<file path="src/rtl/lz77_pkg.sv">
// Shared types and defaults for the LZ77 stream decoder.
// Latency: n/a (declarations only).
// Backpressure: n/a.
package lz77_pkg;

    localparam int         DATA_W_DEF     = 8;
    localparam int         POS_W_DEF      = 4;
    localparam int         LEN_W_DEF      = 3;
    localparam int         HIST_DEPTH_DEF = 9;
    localparam logic [7:0] END_CHAR_DEF   = 8'h24;

    typedef enum logic [1:0] {
        S_IDLE,
        S_COPY,
        S_LIT,
        S_DONE
    } state_t;

    function automatic logic [15:0] sat_inc16(input logic [15:0] v);
        return (v == 16'hFFFF) ? v : v + 16'd1;
    endfunction

endpackage

</file>
<file path="src/rtl/lz77_hist_buf.sv">
// History shift register with an index read; slot 0 holds the most recent character.
// Latency: read data is registered and reflects the history after this cycle's shift.
// Backpressure: none; shifts only when shift_en_i, out-of-range indices read as zero.
module lz77_hist_buf
    import lz77_pkg::*;
#(
    parameter int DATA_W = DATA_W_DEF,
    parameter int POS_W  = POS_W_DEF,
    parameter int DEPTH  = HIST_DEPTH_DEF
) (
    input  logic              clk,
    input  logic              reset,
    input  logic              shift_en_i,
    input  logic [DATA_W-1:0] shift_dat_i,
    input  logic [POS_W-1:0]  rd_idx_i,
    output logic [DATA_W-1:0] rd_dat_o
);

    logic [DATA_W-1:0] hist_q [DEPTH];
    logic [DATA_W-1:0] hist_d [DEPTH];
    logic [DATA_W-1:0] rd_dat_q;
    logic [DATA_W-1:0] rd_dat_d;

    // Next history contents: push the emitted character into slot 0.
    always_comb begin
        hist_d = hist_q;
        if (shift_en_i) begin
            hist_d[0] = shift_dat_i;
            for (int i = 1; i < DEPTH; i++) begin
                hist_d[i] = hist_q[i-1];
            end
        end
    end

    // Read from the post-shift history so overlapping copies see the char just emitted.
    always_comb begin
        rd_dat_d = '0;
        for (int i = 0; i < DEPTH; i++) begin
            if (rd_idx_i == POS_W'(i)) begin
                rd_dat_d = hist_d[i];
            end
        end
    end

    // History and read-data registers, cleared by synchronous reset.
    always_ff @(posedge clk) begin
        if (!reset) begin
            for (int i = 0; i < DEPTH; i++) begin
                hist_q[i] <= '0;
            end
            rd_dat_q <= '0;
        end else begin
            hist_q   <= hist_d;
            rd_dat_q <= rd_dat_d;
        end
    end

    assign rd_dat_o = rd_dat_q;

endmodule

</file>
<file path="src/rtl/lz77_stream_decoder.sv">
// LZ77 token decoder: each (pos,len,char) token expands into len copied chars then the literal.
// Latency: first char valid the cycle after token accept, then 1 char/cycle; finish 1 cycle after END_CHAR.
// Backpressure: out_ready low freezes char_nxt/out_valid; in_ready only in IDLE or on the last char. Stats: LZ77_DEC_STATS_EN.
module lz77_stream_decoder
    import lz77_pkg::*;
#(
    parameter int                DATA_W     = DATA_W_DEF,
    parameter int                POS_W      = POS_W_DEF,
    parameter int                LEN_W      = LEN_W_DEF,
    parameter int                HIST_DEPTH = HIST_DEPTH_DEF,
    parameter logic [DATA_W-1:0] END_CHAR   = DATA_W'(END_CHAR_DEF)
) (
    input  logic              clk,
    input  logic              reset,
    input  logic              in_valid,
    output logic              in_ready,
    input  logic [POS_W-1:0]  code_pos,
    input  logic [LEN_W-1:0]  code_len,
    input  logic [DATA_W-1:0] chardata,
    output logic              out_valid,
    input  logic              out_ready,
    output logic [DATA_W-1:0] char_nxt,
    output logic              encode,
    output logic              finish
`ifdef LZ77_DEC_STATS_EN
    ,
    output logic [15:0]       tok_cnt,
    output logic [15:0]       chr_cnt
`endif
);

    state_t            state_q, state_d;
    logic [POS_W-1:0]  pos_q, pos_d;
    logic [LEN_W-1:0]  cnt_q, cnt_d;
    logic [DATA_W-1:0] lit_q, lit_d;
    logic [DATA_W-1:0] hist_rd;
    logic              accept;
    logic              out_hs;

    // Copy chars come straight from the history read register; the literal from its own register.
    assign out_valid = (state_q == S_COPY) || (state_q == S_LIT);
    assign char_nxt  = (state_q == S_COPY) ? hist_rd : lit_q;
    assign finish    = (state_q == S_DONE);
    assign encode    = 1'b0;
    assign out_hs    = out_valid && out_ready;
    assign accept    = in_valid && in_ready;

    // Next-state logic: a token taken during the final literal handshake starts the next run without a bubble.
    always_comb begin
        state_d  = state_q;
        pos_d    = pos_q;
        cnt_d    = cnt_q;
        lit_d    = lit_q;
        in_ready = 1'b0;
        case (state_q)
            S_IDLE: begin
                in_ready = 1'b1;
            end
            S_COPY: begin
                if (out_hs) begin
                    cnt_d = cnt_q - LEN_W'(1);
                    if (cnt_q == LEN_W'(1)) begin
                        state_d = S_LIT;
                    end
                end
            end
            S_LIT: begin
                in_ready = out_ready && (lit_q != END_CHAR);
                if (out_hs) begin
                    state_d = (lit_q == END_CHAR) ? S_DONE : S_IDLE;
                end
            end
            S_DONE: begin
                state_d = S_DONE;
            end
            default: begin
                state_d = S_IDLE;
            end
        endcase
        if (accept) begin
            pos_d   = code_pos;
            cnt_d   = code_len;
            lit_d   = chardata;
            state_d = (code_len != '0) ? S_COPY : S_LIT;
        end
    end

    // State and token registers; reset abandons any copy in flight.
    always_ff @(posedge clk) begin
        if (!reset) begin
            state_q <= S_IDLE;
            pos_q   <= '0;
            cnt_q   <= '0;
            lit_q   <= '0;
        end else begin
            state_q <= state_d;
            pos_q   <= pos_d;
            cnt_q   <= cnt_d;
            lit_q   <= lit_d;
        end
    end

    lz77_hist_buf #(
        .DATA_W (DATA_W),
        .POS_W  (POS_W),
        .DEPTH  (HIST_DEPTH)
    ) u_hist (
        .clk         (clk),
        .reset       (reset),
        .shift_en_i  (out_hs),
        .shift_dat_i (char_nxt),
        .rd_idx_i    (accept ? code_pos : pos_q),
        .rd_dat_o    (hist_rd)
    );

`ifdef LZ77_DEC_STATS_EN
    logic [15:0] tok_cnt_q;
    logic [15:0] chr_cnt_q;

    // Saturating counts of accepted tokens and output handshakes.
    always_ff @(posedge clk) begin
        if (!reset) begin
            tok_cnt_q <= '0;
            chr_cnt_q <= '0;
        end else begin
            if (accept) begin
                tok_cnt_q <= sat_inc16(tok_cnt_q);
            end
            if (out_hs) begin
                chr_cnt_q <= sat_inc16(chr_cnt_q);
            end
        end
    end

    assign tok_cnt = tok_cnt_q;
    assign chr_cnt = chr_cnt_q;
`else
    // Statistics counters are not built in this configuration.
`endif

endmodule

</file>
<file path="config.mk">
export PLATFORM = sky130hd
export DESIGN_NAME = lz77_stream_decoder
export DESIGN_NICKNAME = d
export VERILOG_FILES = /design/src/rtl/lz77_pkg.sv /design/src/rtl/lz77_hist_buf.sv /design/src/rtl/lz77_stream_decoder.sv
export SDC_FILE = /design/constraint.sdc
export NUM_CORES = 1
export LEC_CHECK = 0
export CAP_MARGIN = 20
export CORE_MARGIN = 1.5
export CORE_UTILIZATION = 64
export DETAILED_ROUTE_END_ITERATION = 7
export PLACE_DENSITY = 0.93
export SETUP_SLACK_MARGIN = 0.4
export SYNTH_ARGS = -nofsm -noshare
export SYNTH_HDL_FRONTEND = slang
export SYNTH_HIERARCHICAL = 1
export SYNTH_SLANG_ARGS = --single-unit
</file>
<file path="constraint.sdc">
create_clock -name clk -period 7.8 [get_ports clk]
set_input_delay 1.56 -clock clk [delete_from_list [all_inputs] [get_ports clk]]
set_output_delay 1.56 -clock clk [all_outputs]
set_load 0.02 [all_outputs]
</file>
; ---- Word level (Yosys, flattened, before mapping)
; Index checks and enable logic that the tools add are counted.
[totals]
inputBits = 19
ff_bits = 97
output_inout_bits = 12
latchBits = 0
romBits = 0
ramBits = 0
wordCells = 67
n_memories = 0
[op_classes]
multipliers = 0
shifts = 0
muxes = 23
order_cmp = 0
n_reduce_logical = 12
addsub = 1
n_bitwise = 0
n_div = 0
n_eq_ne = 17
[ops]
columns = cell, count
row1 = $mux 8, 10
row2 = $mux 72, 1
row3 = $eq 4x3->1 const B, 4
row4 = $mux 2, 6
row5 = $mux 3, 3
row6 = $eq 4x2->1 const B, 2
row7 = $eq 8x6->1 const B, 1
row8 = $ne 8x6->1 const B, 1
row9 = $ne 3x3->1 const B, 2
row10 = $pmux 2 s3, 1
row11 = $eq 2x2->1 const B, 2
row12 = $eq 4x1->1 const B, 1
row13 = $eq 4x4->1 const B, 1
row14 = $logic_not 4->1, 1
row15 = $mux 4, 1
row16 = $reduce_and 4->1, 1
row17 = $reduce_bool 2->1, 2
row18 = $reduce_bool 4->1, 1
row19 = $eq 3x1->1 const B, 1
row20 = $logic_and 1x1->1, 3
row21 = $ne 3x2->1 const B, 1
row22 = $reduce_bool 3->1, 1
row23 = $sub 3x1->3 const B, 1
row24 = $eq 2x1->1 const B, 1
row25 = 4 further kinds, 4

; ---- Longest topological paths before layout
[depth]
depth_word = 15
mapped_depth = 14

; ---- By module
; The synthesis kept the hierarchy.
[modules_own_cells]
columns = mod, cells_each, instances, seq_area_each_um2, area_each_um2
row1 = lz77_hist_buf, 401, 1, 1601.5, 3932.5
row2 = lz77_stream_decoder, 114, 1, 340.3, 1102.3

; ---- Least setup slack after synthesis
; Ideal clock, no wire load.
[synth_path]
path_kind = in2reg
startpoint = in in_valid
endpoint = reg u_hist.rd_dat_q[7] (netlist: u_hist/rd_dat_o[7])
slack_ns = 4.204
path_stages = 10
arrival_ns = 3.477
setup_time_ns = 0.119
path_buffers = 3
cell_sequence = and3_2 a21boi_2 buf_6 mux2_4 buf_4 nor4b_2 nor2b_2 buf_6 nand3_1 o21ai_1
[synth_between]
elab_chain_len = 12
elab_cells_between_ends = 20
classes_between = eq/ne: 8 / mux: 10 / reduce/logical: 2
[synth_rtl]
columns = element, line_no
row1 = start: declaration, lz77_stream_decoder.sv:15  ; input logic in_valid,
row2 = $logic_and 1x1->1 *, lz77_stream_decoder.sv:46  ; assign accept = in_valid && in_ready;
row3 = $mux 4 *, n/a
row4 = $logic_not 4->1, lz77_hist_buf.sv:39  ; if (rd_idx_i == POS_W'(i)) begin
row5 = $mux 8 (8 in series), lz77_hist_buf.sv:39
row6 = $mux 8 *, lz77_hist_buf.sv:39
row7 = end signal: assignment, lz77_hist_buf.sv:54  ; rd_dat_q <= rd_dat_d;
row8 = end: declaration, lz77_hist_buf.sv:21  ; logic [DATA_W-1:0] rd_dat_q;
; Every way passes the cells marked *; elsewhere a longest branch is shown, timed or not.
; A chain may end at the register's enable or synchronous reset.

; ---- Final worst setup path
[layout_path]
startpoint = in out_ready
endpoint = reg u_hist.rd_dat_q[6] (netlist: u_hist/rd_dat_o[6])
[layout_between]
elab_chain_len = 14
elab_cells_between_ends = 24
classes_between = eq/ne: 8 / mux: 12 / reduce/logical: 4
[layout_rtl]
columns = element, line_no
row1 = start: declaration, lz77_stream_decoder.sv:21  ; input logic out_ready,
row2 = $logic_and 1x1->1, lz77_stream_decoder.sv:68  ; in_ready = out_ready && (lit_q != END_CHAR);
row3 = $pmux 1 s2, lz77_stream_decoder.sv:55  ; case (state_q)
row4 = $logic_and 1x1->1, lz77_stream_decoder.sv:46
row5 = $mux 4, n/a
row6 = $logic_not 4->1, lz77_hist_buf.sv:39
row7 = $mux 8 (8 in series), lz77_hist_buf.sv:39
row8 = $mux 8 *, lz77_hist_buf.sv:39
; Marks and branches as above.

==> metrics.md <==
| Metric | Value |
|---|---|
| Outcome | complete, no violations |
| Avg WL per Cell | 17.4 um |
| Area of the multi-input gates | 0.00284 mm^2 |
| MaxCap Viol Count | 0 |
| Compound-Gate Fraction of Synth Area | 0.119 |
| Final Power | 1.48 mW |
| Synth Area in Adders | 0.0174 |
| Worst Tran Pin Value | 940 ps |
| First-pass GRT wire length | 17.5 mm |
| CP top delay family | compound AO/OA/AOI/OAI gates |
| Maximum fanout along the worst path | 33 |
| Most frequent cell after synthesis | dfxtp_1 |
| Post-synth EDFFs | 0 |
| Vias in the first global route | roughly 3.5k |
| 1st-iter DRT viols | 250 |
| Largest family of logic cells by synthesized area | multiplexers |
| Critical path class | input pin to flip-flop |
| H-tree depth | 3 |
| Layout net count | 548 |
| Largest net degree at the start of global routing | 96 |
| Clk Tree Root Cell | clkbuf_8 |
| Clock Skew | 15.0 ps |
| Worst skew pair latency | 380 ps |
| Mux share of post-synthesis cell area | 0.230 |
| Reg area | 0.00194 mm^2 |
| Power density over the cells | 271 mW/mm^2 |
| Syn nets | 541 |
| # port buffers | 29 |
| Vias post-DR | 3855 |
| Ant. Diodes | 0 |
| Worst VDD drop | 0.000115 V |
| Number of gates resized after CTS | 0 |
| Share of cells above drive strength 1 | 0.112 |
| Crit-path cells | clkdlybuf4s50_1, and3_2, a21boi_2, buf_6, mux2_4, nor4b_2, buf_4, a222oi_1, a22oi_1, o21ai_1, a21oi_1 |
| Clk sinks | 97 |
| Setup TNS Final | 0 ps |
| Core area | 0.00769 mm^2 |
| Final period demand of the worst path | 4860 ps |
| Post-DP HPWL | between 7 and 8 mm |
| Startpoint types | input pin |
| CTS tree | built |
| Final Cycle Share | 0.623 |
| Final Slew Violations | 0 |
| Drt first pass iters | 5 |
| Post-route ant nets | 0 |
| Hold WS | 526 ps |
| Area growth syn-to-layout | 8.10% |
| Syn avg cell area | just under 10 um^2 |
| Gr ovfl total | 0 |
| Remaining DRCs | 0 |
| Final setup fails | 0 |
| Top cells by instance count after synthesis | 97 x dfxtp_1, 85 x mux2i_1, 83 x nor2b_1 |
| Xor and xnor area share after synthesis | 0.00348 |
| Via density | 6.13 |
| Mapped Area | between 0.005 and 0.006 mm^2 |
| Asr flop ratio synth | 0 |
| All-layer global routing usage | 0.266 |
| # fillers | about 540 |
| Netlist cell types | 58 |
| Synthesis-stage register bit count | 97 |
| Biggest cell delay along the critical path | between 600 and 700 ps |
| Post-synth top area share | 0.386 |
| Setup Fix Bufs, Post-CTS | 0 |
| Final Hold Vio Count | 0 |
| CP bufs+invs | 3 |
| Type of element capturing the critical path | flip-flop |
| Site Rows | 32 |
| Die height | 91.7 um |
| RSZ-0062 raised after global routing | false |
| Synth area leader | dfxtp_1 |
| Max-slew headroom | 0.373 |
| Die W | 91.7 um |
| Initial core utilization | 0.655 |
| Top cells by area, synth | dfxtp_1 39%, mux2i_1 17%, nor2b_1 10% |
| Synth Warn # | 6 |
| FMAX | 206 MHz |
| Critical path arrival | between 5000 and 6000 ps |
| Pleak | 1.89 nW |
| HP Class | flip-flop to flip-flop |
| Mapped Cells | 515 |
| Clock-pin slew on the worst setup and hold paths | about 100 ps |
| Critical Path RT | about 8000 ps |
| Io pins | 31 |
| Antenna violations before repair | 0 |
| Final WL | approximately 11 mm |
| Primary FF master, synth | dfxtp_1 |
| CP max stage cell | nor4b_2 |
| Max Root-Sink Buffers | 2 |
| Sequential fraction of the synthesis area | 0.386 |
| CTS Buf Count | 9 |
| Routability congestion estimate | 0.787 |
| Fraction of the mapped netlist area in simple logic gates | 0.192 |
| Die ar. | ~0.0084 mm^2 |
| Hold bufs inserted after CTS | 0 |
-- layout make-up --
| class | instances | area share |
|---|---|---|
| inverter | 9 | 0.00621 |
| multi-input combinational | 371 | 0.521 |
| sequential | 97 | 0.357 |
| tap | 102 | 0.0234 |
| clock inverter | 6 | 0.00920 |
| clock buffer | 10 | 0.0234 |
| timing repair buffer | 34 | 0.0600 |
-- cell usage in the layout, fill, tap and decap left out, types with 7 or more instances in the layout --
master            n
nor2_1           22
mux2_2           21
nor2b_1          83
inv_1             9
a21oi_1          18
nand2_1          13
clkbuf_8          9
dfxtp_1          97
nand3_1          10
ha_1              7
a31oi_1           7
mux2i_1          85
clkdlybuf4s50_1  28
o21ai_0          14
a22oi_1          17
-- state kept, by name, indices dropped and copies added, names as in the netlist --
name             flops
u_hist/hist_q       72
state_q              2
cnt_q                3
lit_q                8
pos_q                4
u_hist/rd_dat_o      8
-- metal layers --
layer | up-vias | track usage | routed length (um)
li1 | 1848 | - | -
met1 | 1831 | 0.336 | 4630
met2 | 143 | 0.423 | 5180
met3 | 33 | 0.0514 | 737
met4 | 0 | 0.154 | 426
met5 | - | 0 | 0
-- cell families (layout without fill, tap and decap cells) --
| family | after synthesis | count (layout) |
|---|---|---|
| adder cells (fa/ha/maj) | 7 | 7 |
| multiplexers | 111 | 111 |
| other | 1 | 1 |
| AO/OA/AOI/OAI | 90 | 90 |
| XOR/XNOR | 2 | 2 |
| AND/OR/NAND/NOR | 160 | 160 |
| buffers and inverters | 47 | 59 |
| flip-flops | 97 | 97 |
-- where the power goes --
| part | leakage, nW | total (mW) | switching (mW) | internal (mW) |
|---|---|---|---|---|
| registers | 0.785 | 0.565 | 0.0274 | 0.537 |
| clock network | 0.0839 | 0.303 | 0.183 | 0.120 |
| logic | 1.02 | 0.608 | 0.346 | 0.262 |
-- per-stage QoR --
stage / setup WS (ps) / std cells / util / instance area (um^2)
after CTS: 2570 / 627 / 0.706 / 5420
after floorplan: 4200 / 515 / - / 5030
after global routing: 2790 / 629 / 0.708 / 5440
after detailed placement: 2180 / 611 / 0.682 / 5250
after global placement: 2320 / 611 / 0.682 / 5250
final: 2940 / 629 / 0.708 / 5440
-- tightest hold or removal path: stages, from the launching register on --
cell,delay [ps]
dfxtp_1,350
nand2_1,70
a21boi_0,70
-- path summary, 6_finish.rpt --
path	start	to	slack [ps]	cells after the start
max reg2reg	lit_q[2]	u_hist/rd_dat_o[6]	3730	11
min reg2reg	u_hist/hist_q[43]	u_hist/hist_q[43]	530	2
max	out_ready	u_hist/rd_dat_o[6]	2940	11
min	u_hist/hist_q[43]	u_hist/hist_q[43]	530	2
Note: power is estimated with default switching activity, not from simulation.
